--- config.mk ---
export PLATFORM = sky130hd
export DESIGN_NAME = la_idiffrx
export DESIGN_NICKNAME = d
export VERILOG_FILES = /design/src/rtl/la_idiffrx_pkg.sv /design/src/rtl/la_idiffrx_ch.sv /design/src/rtl/la_idiffrx.sv
export SDC_FILE = /design/constraint.sdc
export NUM_CORES = 1
export LEC_CHECK = 0
export CORE_UTILIZATION = 45
export CTS_BUF_LIST = sky130_fd_sc_hd__clkbuf_2
export CTS_CLUSTER_DIAMETER = 50
export CTS_CLUSTER_SIZE = 40
export DETAILED_ROUTE_END_ITERATION = 10
export PLACE_DENSITY = 0.68
export SYNTH_ARGS = -nofsm -noshare
export SYNTH_HDL_FRONTEND = slang
export SYNTH_SLANG_ARGS = --single-unit
--- constraint.sdc ---
create_clock -name clk -period 1.8 [get_ports clk]
set_clock_uncertainty 0.15 [all_clocks]
set_input_delay 0.36 -clock clk [delete_from_list [all_inputs] [get_ports clk]]
set_output_delay 0.36 -clock clk [all_outputs]
set_load 0.05 [all_outputs]
--- src/rtl/la_idiffrx_pkg.sv ---
// Shared definitions for the differential input receiver: per-channel state
// encoding and counter width helpers.
package la_idiffrx_pkg;

  typedef enum logic [1:0] {
    ST_STABLE = 2'd0,
    ST_CAND   = 2'd1,
    ST_NDIFF  = 2'd2
  } rx_state_e;

  // Counters hold 0..limit inclusive and saturate at limit.
  function automatic int filt_cnt_w(input int filter);
    return $clog2(filter + 1);
  endfunction

  function automatic int fault_cnt_w(input int faultlen);
    return $clog2(faultlen + 1);
  endfunction

endpackage

--- src/rtl/la_idiffrx_ch.sv ---
// One receiver channel: pad synchroniser, pair decode, deglitch filter and
// sticky non-differential fault detection.
module la_idiffrx_ch
  import la_idiffrx_pkg::*;
#(
  parameter int DIFF     = 1,
  parameter int SYNC     = 2,
  parameter int FILTER   = 4,
  parameter int FAULTLEN = 8,
  parameter     PROP     = "DEFAULT"
) (
  input  logic clk,
  input  logic reset,
  input  logic in,
  input  logic inb,
  input  logic clear,
  output logic z,
  output logic valid,
  output logic fault
);

  localparam int FW = filt_cnt_w(FILTER);
  localparam int CW = fault_cnt_w(FAULTLEN);
  localparam logic [FW-1:0] FMAX  = FW'(FILTER);
  localparam logic [CW-1:0] FLMAX = CW'(FAULTLEN);

  // Pads land directly on the first flop. inb resets high so the idle pair
  // decodes as a valid 0.
  logic [SYNC-1:0] in_sync, inb_sync;

  always_ff @(posedge clk or posedge reset) begin
    if (reset) begin
      in_sync  <= '0;
      inb_sync <= '1;
    end else begin
      in_sync  <= {in_sync[SYNC-2:0], in};
      inb_sync <= {inb_sync[SYNC-2:0], inb};
    end
  end

  logic in_s, inb_s, ok, d;
  assign in_s  = in_sync[SYNC-1];
  assign inb_s = inb_sync[SYNC-1];
  assign ok    = (DIFF > 0) ? (in_s ^ inb_s) : 1'b1;
  assign d     = in_s;

  rx_state_e       state, state_n;
  logic [FW-1:0]   fcnt, fcnt_n, cnt_inc;
  logic [CW-1:0]   flt, flt_n;
  logic            z_n, fault_n;

  always_ff @(posedge clk or posedge reset) begin
    if (reset) begin
      state <= ST_STABLE;
      fcnt  <= '0;
      flt   <= '0;
      z     <= 1'b0;
      valid <= 1'b1;
      fault <= 1'b0;
    end else begin
      state <= state_n;
      fcnt  <= fcnt_n;
      flt   <= flt_n;
      z     <= z_n;
      valid <= ok;
      fault <= fault_n;
    end
  end

  always_comb begin
    state_n = state;
    fcnt_n  = fcnt;
    flt_n   = flt;
    z_n     = z;
    cnt_inc = FW'(1);
    if (!ok) begin
      // Non-differential sample: hold z, abort any candidate.
      state_n = ST_NDIFF;
      fcnt_n  = '0;
      flt_n   = (flt == FLMAX) ? flt : flt + 1'b1;
    end else begin
      flt_n = '0;
      if (d == z) begin
        state_n = ST_STABLE;
        fcnt_n  = '0;
      end else begin
        // A fresh candidate (from STABLE or NDIFF) starts at one sample.
        if (state == ST_CAND)
          cnt_inc = (fcnt == FMAX) ? fcnt : fcnt + 1'b1;
        if (cnt_inc == FMAX) begin
          z_n     = d;
          state_n = ST_STABLE;
          fcnt_n  = '0;
        end else begin
          state_n = ST_CAND;
          fcnt_n  = cnt_inc;
        end
      end
    end
    // A persisting fault beats a concurrent clear.
    if (!ok && flt_n == FLMAX)
      fault_n = 1'b1;
    else if (clear)
      fault_n = 1'b0;
    else
      fault_n = fault;
  end

endmodule

--- src/rtl/la_idiffrx.sv ---
// Multi-channel differential pad receiver: N independent channels, each
// synchronised, deglitched and monitored for non-differential inputs.
module la_idiffrx
  import la_idiffrx_pkg::*;
#(
  parameter int N        = 1,
  parameter int DIFF     = 1,
  parameter int SYNC     = 2,
  parameter int FILTER   = 4,
  parameter int FAULTLEN = 8,
  parameter     PROP     = "DEFAULT"
) (
  input  logic         clk,
  input  logic         reset,
  input  logic [N-1:0] in,
  input  logic [N-1:0] inb,
  input  logic [N-1:0] clear,
  output logic [N-1:0] z,
  output logic [N-1:0] valid,
  output logic [N-1:0] fault
);

  for (genvar i = 0; i < N; i++) begin : g_ch
    la_idiffrx_ch #(
      .DIFF     (DIFF),
      .SYNC     (SYNC),
      .FILTER   (FILTER),
      .FAULTLEN (FAULTLEN),
      .PROP     (PROP)
    ) u_ch (
      .clk   (clk),
      .reset (reset),
      .in    (in[i]),
      .inb   (inb[i]),
      .clear (clear[i]),
      .z     (z[i]),
      .valid (valid[i]),
      .fault (fault[i])
    );
  end

endmodule

# ---- Word-level counts from Yosys, hierarchy flattened
# Index checks and enable logic that the tools add are counted.
dict set report classes {
  n_addsub 2
  n_eq_ne 6
  n_mux 14
  bitwise 2
  n_reduce_logical 4
}
# op n
set op_table {}
lappend op_table {{3-bit two-way mux} 7}
lappend op_table {{4-bit equality test (second input constant)} 2}
lappend op_table {{4-bit two-way mux} 2}
lappend op_table {{3-bit equality test (second input constant)} 2}
lappend op_table {{4-bit by 1-bit adder with 4-bit output (second input constant)} 1}
lappend op_table {{2-bit two-way mux} 2}
lappend op_table {{3-bit by 1-bit adder with 3-bit output (second input constant)} 1}
lappend op_table {{1-bit two-way mux} 3}
lappend op_table {{3-bit AND reduction} 1}
lappend op_table {{2-bit by 1-bit equality test with 1-bit output (second input constant)} 1}
lappend op_table {{2-bit nonzero test} 1}
lappend op_table {{1-bit equality test} 1}
lappend op_table {{1-bit logical AND} 1}
lappend op_table {{1-bit logical NOT} 1}
lappend op_table {{1-bit inverter} 1}
lappend op_table {{1-bit bitwise XOR} 1}
dict set report word_totals {
  register_bits 16
  input_bits 5
}

# ---- Longest topological paths before layout
dict set report depth {
  depth_word 9
  mapped_depth 6
  depth_no_buf 6
}

# ---- Worst setup path before layout
# OpenSTA, ideal clock, no wires.
dict set report synth_path {
  path_type {reg2reg}
  start {register g_ch[0].u_ch.fcnt[0]}
  end {register g_ch[0].u_ch.z}
  setup_ns 0.070
  arrival_ns 1.271
  required_time_ns 1.580
  setup_slack_ns 0.309
  stages_incl_launch_ff 7
  path_buffers 0
  cell_sequence {dfrtp_1 inv_1 ha_1 a21boi_1 o211ai_1 or3_1 nand3_1}
}
dict set report synth_between {
  elab_chain_cells 7
  word_cells_on_any_way 8
  cone_classes {add/sub (1); eq/ne (2); mux (4); reduce/logical (1)}
}
# item line
set synth_lines {}
lappend synth_lines {{from (decl)} la_idiffrx_ch.sv:48} ;# logic [FW-1:0] fcnt, fcnt_n, cnt_inc;
lappend synth_lines {{from (signal assigned)} la_idiffrx_ch.sv:62} ;# fcnt <= fcnt_n;
lappend synth_lines {{3-bit by 1-bit adder with 3-bit output / 3-bit equality test (equally long branches)} la_idiffrx_ch.sv:89} ;# cnt_inc = (fcnt == FMAX) ? fcnt : fcnt + 1'b1;
lappend synth_lines {{3-bit two-way mux *} la_idiffrx_ch.sv:89}
lappend synth_lines {{3-bit two-way mux *} la_idiffrx_ch.sv:88} ;# if (state == ST_CAND)
lappend synth_lines {{3-bit two-way mux *} la_idiffrx_ch.sv:83} ;# if (d == z) begin
lappend synth_lines {{3-bit two-way mux *} la_idiffrx_ch.sv:76} ;# if (!ok) begin
lappend synth_lines {{3-bit equality test *} la_idiffrx_ch.sv:90} ;# if (cnt_inc == FMAX) begin
lappend synth_lines {{3-bit AND reduction (no line) *} --}
lappend synth_lines {{to (signal assigned)} la_idiffrx_ch.sv:64} ;# z <= z_n;
lappend synth_lines {{to (decl)} la_idiffrx_ch.sv:17} ;# output logic z,
# Every way passes the cells marked *; elsewhere a longest branch is shown, timed or not. The select of a mux whose other input is x is not followed.
# A chain may end at the register's enable or synchronous reset.

# ---- Worst setup path after layout
# Same ends and word-level chain as after synthesis.

==> flow_summary.ini <==
[die]
initial_core_util_pct = 48.1
ioPinCount = 8
fp.dieH_um = 41.9
die_area_um2 = 1750
die_w_um = 41.9
core_um2 = 1490
rows = 14

[clock_network]
clock_sinks = 16
cts.path.max_buffers = 2
cts.clk_slew.worst_paths_ns = 0.15
cts_root_buf = clkbuf_2
cts_tree = done
cts-htree-levels = 1
hold_buffers = 0
numCtsBuffers = 3
clk_latency_ns = 0.29
cts_setup_buffers = 0

[worst_setup_path]
critPathKind = register to register
crit_required_ns = 1.90
cp-end-kind = register
max_stage_delay_ns = 0.41
cpLargestDelayFamily = simple AND/OR/NAND/NOR gates
critPathLaunchType = register
crit_path_max_fanout = 4
path_cells = inv_1 -> ha_1 -> a21boi_2 -> o211ai_1 -> or3_1 -> nand3_1
cp_data_arrival_time_ns = 1.74
worst-path-buf-inv = 1
slowest_stage = dfrtp_1

[run_status]
outcome = finished, final reports clean

[yosys]
syn_nets = 74
ys_seq_area_share_pct = 56.5
synth_mux_area_share_pct = 0
synth_top_cell_by_area = dfrtp_1
synthTopCellsByArea = dfrtp_1, dfstp_2, ha_1, inv_1, o21ai_0
netlist_instances = 65
synth_cell_types = 22
synth-edff-count = 0
syn_area_per_cell_um2 = 11.0
synth-compound-area-share_pct = 8.74
synth-xor-area-share_pct = 1.22
synth_top_family_by_area = simple AND/OR/NAND/NOR gates
yosys.area_share.simple_pct = 21.3
ys_ff_latch = 16
syn_area_um2 = 716
synthAdderAreaFrac_pct = 6.99
ys_dominant_reg_cell = dfrtp_1
async_flop_share_pct = 100
synth_top_area_share_pct = 45.5
synth-warning-count = 0

[timing]
setup_viol = 0
tightest_slew_ns = 0.330
relSlewSlack_pct = 77.9
holdWs_ns = 0.189
tns_ns = 0
hold_viol_final = 0
clock.fmax_mhz = 608
slew_violations = 0
post-route-period-util_pct = 91.4
period_needed_ns = 1.64
rsz0062_at_grt = no

[power_and_ir_drop]
power_leakage_nw = 0.395
vdd_drop_max_mv = 0.618
power.density_nw_per_um2 = 772

[route]
num_vias = 487
routed_wl_um = 1100
wl_per_cell_um = 11.8
ant_nets = 0
dr.pass1.iters = 4
drc = 0
drtIter0Drc = 7
vias_per_cell = 5.24

[layout]
drive_gt1_share_pct = 16.9
multi_input_area_um2 = 278
antenna_cells = 0
final_cells = 93
layout_commonest_cell = dfrtp_1
syn_to_final_growth_pct = 19.2
nets = 87
layout_common_cells = dfrtp_1, inv_1, nor2_1
fill_cells = 119
regArea_um2 = 404

[grt]
grt_max_degree = 17
antenna_found_initial = 0
grt-ovfl-total = 0
grt_pass1_vias = 465
grt_util_all_layers_pct = 15.5
grt_pass1_wl_um = 1890

[place]
numPortBuffers = 7
dp_hpwl_um = 823
place_congestion = 0.787
dp_cells = 89

[worst_hold_path]
min_path_type = primary input to async pin

[run]
cap_violations = 0
## final cells by class
| type | instances | area share, % |
|---|---|---|
| clock inverter | 1 | 0.440 |
| inverter | 10 | 4.40 |
| multi-input combinational | 39 | 32.6 |
| sequential | 16 | 47.4 |
| tap | 16 | 2.35 |
| timing repair buffer | 8 | 11.1 |
| clock buffer | 3 | 1.76 |
## registers in the layout (all words and copies together) (netlist names)
signal / count
g_ch.u_ch.fault: 1
g_ch.u_ch.valid: 1
g_ch.u_ch.state: 2
g_ch.u_ch.in_sync: 2
g_ch.u_ch.inb_sync: 2
g_ch.u_ch.z: 1
g_ch.u_ch.flt: 4
g_ch.u_ch.fcnt: 3
## routing by layer
metal / vias up / routed length (um) / track usage, %
li1: 238 / - / -
met1: 232 / 507 / 18.0
met2: 13 / 517 / 23.4
met3: 4 / 31 / 3.91
met4: 0 / 44 / 13.5
met5: - / 0 / 0
## timing repair
item                                    4_1_cts  5_1_grt
endpoints found under the setup margin        0        1
gates resized for setup                       0        1
endpoints found under the hold margin         0        0
## metrics by stage
step           total power [mW]  setup WS (ns)  util [%]  instance area [um2]
2_1_floorplan             0.472          0.309         -                  716
3_3_place_gp              0.508          0.260      55.8                  831
3_5_place_dp              0.508          0.134      55.8                  831
4_1_cts                   0.661          0.117      57.1                  850
5_1_grt                   0.696         0.0685      57.3                  853
6_report                  0.659          0.156      57.3                  853
## worst min-delay path: cells and delay by family
| kind | cells | cell delay (ns) |
|---|---|---|
| buf+inv | 3 | 0.66 |
## cells in the mapped netlist (2+ instances only)
library cell  count
nor2_1            5
and3b_1           2
dfrtp_1          13
a21oi_1           2
inv_1            10
o211ai_1          2
nand3b_1          2
o21ai_0           4
or3_1             2
nand2_1           2
nand3_1           3
nor2b_1           2
dfstp_2           3
nand2b_1          2
ha_1              4
## where the power goes
group	switching (mW)	total [mW]	internal, mW
Sequential	0.0182	0.404	0.385
Clock	0.107	0.156	0.0482
Combinational	0.0498	0.0995	0.0497
## worst paths after layout
kind                                                          from                            endpoint  slack, ns  cells after the start
worst max-delay path                g_ch[0].u_ch.fcnt[0]$_DFF_PP0_          g_ch[0].u_ch.z$_DFFE_PP0P_       0.16                      6
worst min-delay path                                         reset       g_ch[0].u_ch.flt[2]$_DFF_PP0_       0.19                      3
worst max register to register      g_ch[0].u_ch.fcnt[0]$_DFF_PP0_          g_ch[0].u_ch.z$_DFFE_PP0P_       0.16                      6
worst min register to register  g_ch[0].u_ch.inb_sync[0]$_DFF_PP1_  g_ch[0].u_ch.inb_sync[1]$_DFF_PP1_       0.22                      0
max in group asynchronous                                    reset  g_ch[0].u_ch.inb_sync[1]$_DFF_PP1_       1.07                      3
min in group clk                g_ch[0].u_ch.inb_sync[0]$_DFF_PP1_  g_ch[0].u_ch.inb_sync[1]$_DFF_PP1_       0.22                      0
## kinds of logic (layout without fill, tap and decap cells)
kind of cell | after synthesis | in the layout
adders and majority gates | 4 | 4
AOI/OAI and AO/OA | 10 | 10
and+or+nand+nor | 24 | 24
DFF | 16 | 16
buffers and inverters | 10 | 22
xor gates and xnor gates | 1 | 1
Note: power is estimated with default switching activity, not from simulation.
